[src/rtl/serial_add_ctrl.sv]
// Bit-serial adder controller: one full_gate cell walks two WIDTH-bit operands
// LSB first, holding the carry in a flop, behind a start/busy/done handshake.

module full_gate (
  input  logic inA,
  input  logic inB,
  input  logic Cin,
  output logic outS2,
  output logic Cout0
);
  assign outS2 = inA ^ inB ^ Cin;
  assign Cout0 = (inA & inB) | (Cin & (inA ^ inB));
endmodule

module serial_add_ctrl #(
  parameter int WIDTH = 8
) (
  input  logic             clk,
  input  logic             rst_n,
  input  logic             start,
  input  logic [WIDTH-1:0] opA,
  input  logic [WIDTH-1:0] opB,
  input  logic             cin,
  output logic             busy,
  output logic             done,
  output logic [WIDTH-1:0] sum,
  output logic             cout
);
  localparam int CW = $clog2(WIDTH + 1);
  localparam logic [CW-1:0] LAST = CW'(WIDTH - 1);

  typedef enum logic [1:0] {S_IDLE, S_RUN, S_DONE} state_t;

  state_t           state_q, state_d;
  logic [WIDTH-1:0] a_sr_q, a_sr_d;
  logic [WIDTH-1:0] b_sr_q, b_sr_d;
  logic [WIDTH-1:0] s_sr_q, s_sr_d;
  logic             c_q, c_d;
  logic [CW-1:0]    cnt_q, cnt_d;
  logic [WIDTH-1:0] sum_q, sum_d;
  logic             cout_q, cout_d;
  logic             busy_q, busy_d;
  logic             done_q, done_d;
  logic             fa_s, fa_c;

  full_gate u_fa (
    .inA   (a_sr_q[0]),
    .inB   (b_sr_q[0]),
    .Cin   (c_q),
    .outS2 (fa_s),
    .Cout0 (fa_c)
  );

  always_comb begin
    state_d = state_q;
    a_sr_d  = a_sr_q;
    b_sr_d  = b_sr_q;
    s_sr_d  = s_sr_q;
    c_d     = c_q;
    cnt_d   = cnt_q;
    sum_d   = sum_q;
    cout_d  = cout_q;
    case (state_q)
      S_IDLE, S_DONE: begin
        // DONE accepts start exactly like IDLE so additions can run back to back
        if (start) begin
          a_sr_d  = opA;
          b_sr_d  = opB;
          c_d     = cin;
          cnt_d   = '0;
          state_d = S_RUN;
        end else begin
          state_d = S_IDLE;
        end
      end
      S_RUN: begin
        a_sr_d = {1'b0, a_sr_q[WIDTH-1:1]};
        b_sr_d = {1'b0, b_sr_q[WIDTH-1:1]};
        s_sr_d = {fa_s, s_sr_q[WIDTH-1:1]};
        c_d    = fa_c;
        cnt_d  = cnt_q + CW'(1);
        if (cnt_q == LAST) begin
          sum_d   = {fa_s, s_sr_q[WIDTH-1:1]};
          cout_d  = fa_c;
          state_d = S_DONE;
        end
      end
      default: state_d = S_IDLE;
    endcase
    busy_d = (state_d == S_RUN);
    done_d = (state_d == S_DONE);
  end

  always_ff @(posedge clk or negedge rst_n) begin
    if (!rst_n) begin
      state_q <= S_IDLE;
      a_sr_q  <= '0;
      b_sr_q  <= '0;
      s_sr_q  <= '0;
      c_q     <= 1'b0;
      cnt_q   <= '0;
      sum_q   <= '0;
      cout_q  <= 1'b0;
      busy_q  <= 1'b0;
      done_q  <= 1'b0;
    end else begin
      state_q <= state_d;
      a_sr_q  <= a_sr_d;
      b_sr_q  <= b_sr_d;
      s_sr_q  <= s_sr_d;
      c_q     <= c_d;
      cnt_q   <= cnt_d;
      sum_q   <= sum_d;
      cout_q  <= cout_d;
      busy_q  <= busy_d;
      done_q  <= done_d;
    end
  end

  assign busy = busy_q;
  assign done = done_q;
  assign sum  = sum_q;
  assign cout = cout_q;
endmodule

[config.mk]
export PLATFORM = sky130hd
export DESIGN_NAME = serial_add_ctrl
export DESIGN_NICKNAME = d
export VERILOG_FILES = /design/src/rtl/serial_add_ctrl.sv
export SDC_FILE = /design/constraint.sdc
export NUM_CORES = 1
export LEC_CHECK = 0
export BUFFER_PORTS_ARGS = -buffer_cell sky130_fd_sc_hd__buf_2
export CORE_ASPECT_RATIO = 1.25
export CORE_MARGIN = 1.5
export CORE_UTILIZATION = 53
export CTS_CLUSTER_SIZE = 16
export DETAILED_ROUTE_END_ITERATION = 16
export PLACE_DENSITY = 0.73
export REMOVE_ABC_BUFFERS = 1
export SLEW_MARGIN = 10
export SYNTH_ARGS = -nofsm -noshare
export SYNTH_HDL_FRONTEND = slang
export SYNTH_SLANG_ARGS = --single-unit
[constraint.sdc]
create_clock -name clk -period 1.8 [get_ports clk]
set_input_delay 0.36 -clock clk [delete_from_list [all_inputs] [get_ports clk]]
set_output_delay 0.36 -clock clk [all_outputs]
set_load 0.05 [all_outputs]
* Word-level counts from Yosys, hierarchy flattened
Index checks and enable logic that the tools add are counted.
** Storage, ports and cells
- Bits in registers :: 42
- Bits of input ports :: 20
** Operators by class
- Add/subtract/negate cells :: 1
- Eq/ne operators :: 6
- Multiplexer cells :: 11
- Bitwise operators :: 5
- Reductions and logical operators :: 5
** Operator list (count)
- 8-bit one-hot mux with 2 select lines :: 2
- 8-bit two-way mux :: 2
- 4-bit one-hot mux with 2 select lines :: 1
- 4-bit by 1-bit adder with 4-bit output (second input constant) :: 1
- 2-bit by 1-bit == test with 1-bit output (second input constant) :: 2
- 2-bit == test (second input constant) :: 2
- 4-bit by 3-bit == test with 1-bit output (second input constant) :: 1
- 4-bit two-way mux :: 1
- 2-bit one-hot mux with 2 select lines :: 1
- 2-bit AND reduction :: 2
- 1-bit AND :: 2
- 2-bit zero test :: 1
- 1-bit two-way mux :: 2
- 2-bit two-way mux :: 1
- 2-bit inequality test (second input constant) :: 1
- 1-bit one-hot mux with 2 select lines :: 1
- 2-bit nonzero test :: 1
- 2-bit OR reduction :: 1
- 1-bit bitwise XOR :: 2
- 1-bit OR :: 1

* Depth between registers and ports, before layout
- Word-level depth :: 4
- Gate-level depth with buffers :: 5

* Hierarchy
A second synthesis with hierarchy kept.
** Second synthesis, totals
- Cell total of the unflattened synthesis :: 116
- Area, all modules :: 1692.9 um^2
** By module, submodules not included
- serial_add_ctrl :: times used 1, cells each 115, area each 1672.9 um^2, seq. area each 1026.0 um^2
- full_gate :: times used 1, cells each 1, area each 20.0 um^2, seq. area each 0.0 um^2

* Worst setup path after synthesis
No wires, ideal clock.
- Path type :: register -> register
- Start :: reg cnt_q[0]
- End :: reg cout_q, in the netlist cout
- Setup time :: 0.125 ns
- Arrival time :: 1.260 ns
- Required time :: 1.675 ns
- Slack :: 0.416 ns
- Stages on the path, launching flop included :: 6
- Clock period less this slack :: 1.384 ns
- Cells stage by stage :: dfrtp_1 > ha_1 > nand2_1 > nor3b_2 > buf_6 > mux2_2
** Between the ends
- Longest elaborated chain between the ends :: 2
** RTL lines
- start, declared :: RTL line 39 : logic [CW-1:0] cnt_q, cnt_d;
- start signal, assigned :: RTL line 112 : cnt_q <= cnt_d;
- 4-bit by 3-bit == test with 1-bit output :: RTL line 82 : if (cnt_q == LAST) begin
- 2-bit AND reduction (no source line)
- end signal, assigned :: RTL line 114 : cout_q <= cout_d;
- end, declared :: RTL line 41 : logic cout_q, cout_d;
No other way between the ends.
A chain may end at the register's enable or synchronous reset.

* Worst setup path after layout
- Start :: reg state_q[1]
- End :: reg sum_q[0], in the netlist sum[0]
** Between the ends
- Longest elaborated chain between the ends :: 2
** RTL lines
- start, declared :: RTL line 34 : state_t state_q, state_d;
- start signal, assigned :: RTL line 107 : state_q <= state_d;
- 2-bit by 1-bit == test with 1-bit output :: RTL line 63 : case (state_q)
- 2-bit AND reduction (no source line)
- end signal, assigned :: RTL line 113 : sum_q <= sum_d;
- end, declared :: RTL line 40 : logic [WIDTH-1:0] sum_q, sum_d;
No other way between the ends.

==> impl_metrics.toml <==
[logic_synthesis]
synth_edf_count = 0
yosysMostFrequentCell = "dfrtp_1"
seq_area_frac_synth_pct = 60.5
synthMuxAreaShare_pct = 11.8
synth_top_area_share_pct = 60.5
yosys-top-cells-area = "dfrtp_1, mux2_2, a22o_1"
ys_ff_latch = 41
synth-xor-area-share_pct = 0.516
ys_types = 22
avgSynthCellArea_sq_um = 14.6
synthArstFlopShare_pct = 100
synth_area_leader_cell = "dfrtp_1"
synth_simple_gate_area_share_pct = 5.24
syn_inst = 116
synthAdderAreaFrac_pct = 1.92
yosys-top-cells-count = "dfrtp_1, a22o_1, mux2_2"
synth-main-ff-cell = "dfrtp_1"
netlist_area_sq_mm = 0.00170
synth_compound_area_share_pct = 16.7
ys_warn_count = 0
synth_top_family_by_area = "compound AO/OA/AOI/OAI gates"

[status]
status = "complete, no violations"

[drt]
drtPass1Iterations = 2
antenna_left = 0
drc = 0
wire_per_inst_um = 14.8
num_vias = 1054
drt-total-wl_um = 2820
via_per_inst = 5.52
first_iter_violations = 5

[power]
max-vdd-ir-drop_v = 0.000935
leakage_uw = 0.00105
p_per_area_mw_per_mm2 = 1940
power_uw = 3810

[setup_path]
ff2ff_path_depth = 4
end_kind = "flop"
arrival_ps = 1780
startpoint_type = "flop"
crit_fanout = 9
required_ps = 2040
crit_type = "flop to flop"

[layout]
drive_gt1_share_pct = 41.9
final_nets = 176
syn_to_final_growth_pct = 16.0
fillCellCount = 240
diodes = 0
finalInstanceArea_sq_mm = 0.00197

[cts]
cts.sinks = 41
clk_path_buf_depth = 2
cts_root_buf = "clkbuf_4"
cts_buffers = 5
cts_tree = "built"
path_clk_slew_ps = 120
clock_latency_ps = 350
post_cts_buffers = 0
cts_max_level = 2

[die]
io-pin-count = 31
row_count = 22
core_sq_mm = 0.00300
die_w_um = 53.6
initial_utilization_pct = 56.5
die_h_um = 66.3
die-area_sq_mm = 0.00355

[sta]
finalCritPeriodShare_pct = 85.6
worst_hold_slack_ps = 235
drv_slew = 0
worst_pin_slew_ps = 469
finClkSkew_ps = 12.4
setup_viol = 0
rsz0062_at_grt = "no"
maxSlewHeadroom_pct = 68.8
finalSetupTns_ps = 0
fmax_mhz = 649
hold_viol_final = 0
min_period_ps = 1540
layout_setup_ws_ps = 259

[global_route]
grt_use_total_pct = 19.3
grt_pass1_vias = 1116
grt_start_max_net_pins = 24
globalRouteOverflowTotal = 0
grt_pass1_wl_um = 4800
antenna_found_initial = 0

[min_path]
holdCritPathClass = "input port to flop"
hold_path_depth = 2

[place]
dpl-instance-area_sq_mm = 0.00189
port_buffers = 30
post-place-ws_ps = 261
place_congestion = 0.702
hpwl_um = 2010

[flow_run]
maxCapViolations = 0
stage by stage:
stage	utilization, %	cells
detailed placement	62.9	182
finish	65.6	191
global placement	62.9	182
floorplan	-	109
global route	65.6	191
CTS	65.6	191
layout by cell type (no fill, tap or decap):
master,count
clkbuf_8,2
nand4_1,1
nor3b_1,1
dfrtp_1,41
nand2_1,1
nor3b_2,1
mux2i_1,2
buf_2,30
dlygate4sd3_1,1
nor2_2,1
and2b_4,1
nor2b_1,1
nor2b_4,1
buf_4,7
o21ai_0,1
fa_1,1
nor2_1,1
nand2b_1,3
ha_1,1
clkinv_2,1
mux2_2,16
a22o_1,19
xnor2_1,1
a21o_1,15
clkbuf_4,5
path summary, 6_finish.rpt:
path	to	slack, ps	start
min	a_sr_q[7]	230	opA[7]
min in group asynchronous	sum[3]	480	rst_n
max	sum[0]	260	state_q[1]
max in group asynchronous	cnt_q[2]	760	rst_n
min reg2reg	a_sr_q[5]	490	a_sr_q[5]
max reg2reg	sum[0]	260	state_q[1]
what timing repair did:
item                       4_1_cts  5_1_grt
gates resized for setup          0        0
setup endpoints to repair        0        0
hold buffers                     1        0
hold endpoints to repair        19        0
power breakdown:
part           switching (uW)  leakage, uW  internal, uW  total [uW]
combinational             937     0.000499           780        1720
sequential                242     0.000511          1340        1580
clock                     287    0.0000413           227         514
total                    1470      0.00105          2350        3810
layout make-up:
cell class	instances	area [sq um]	share of cell area (%)
Clock inverter	1	5.00	0.254
Clock buffer	7	65.1	3.31
Sequential cell	41	1030	52.1
Timing Repair Buffer	38	213	10.8
Multi-Input combinational cell	68	614	31.2
Tap cell	36	45.0	2.29
kinds of logic after synthesis:
group                    Yosys count
flip-flops                        41
multiplexers                      18
buffers and inverters              7
AND/OR/NAND/NOR                   12
AO/OA/AOI/OAI                     35
adder cells (fa/ha/maj)            2
XOR/XNOR                           1
critical path, cell delays in order, from the launching register on:
cell and delay [ps]:
dfrtp_1 410, nor2b_4 250, nor3b_2 240, buf_4 200
mux2_2 340
registers in the layout, summed over array words and instances (netlist names):
name / cells
a_sr_q: 8
b_sr_q: 8
busy: 1
c_q: 1
cnt_q: 4
cout: 1
done: 1
s_sr_q: 7
state_q: 2
sum: 8
metal layers:
metal	wire length, um	share of wire (%)	track usage (%)	up-vias
met5	0	0	0	-
met4	43	1.5	6.73	0
met3	150	5.3	6.56	5
met2	1410	50	31.9	29
met1	1210	43	22.9	522
li1	-	-	-	498
Power figures use the tool's default switching activity.
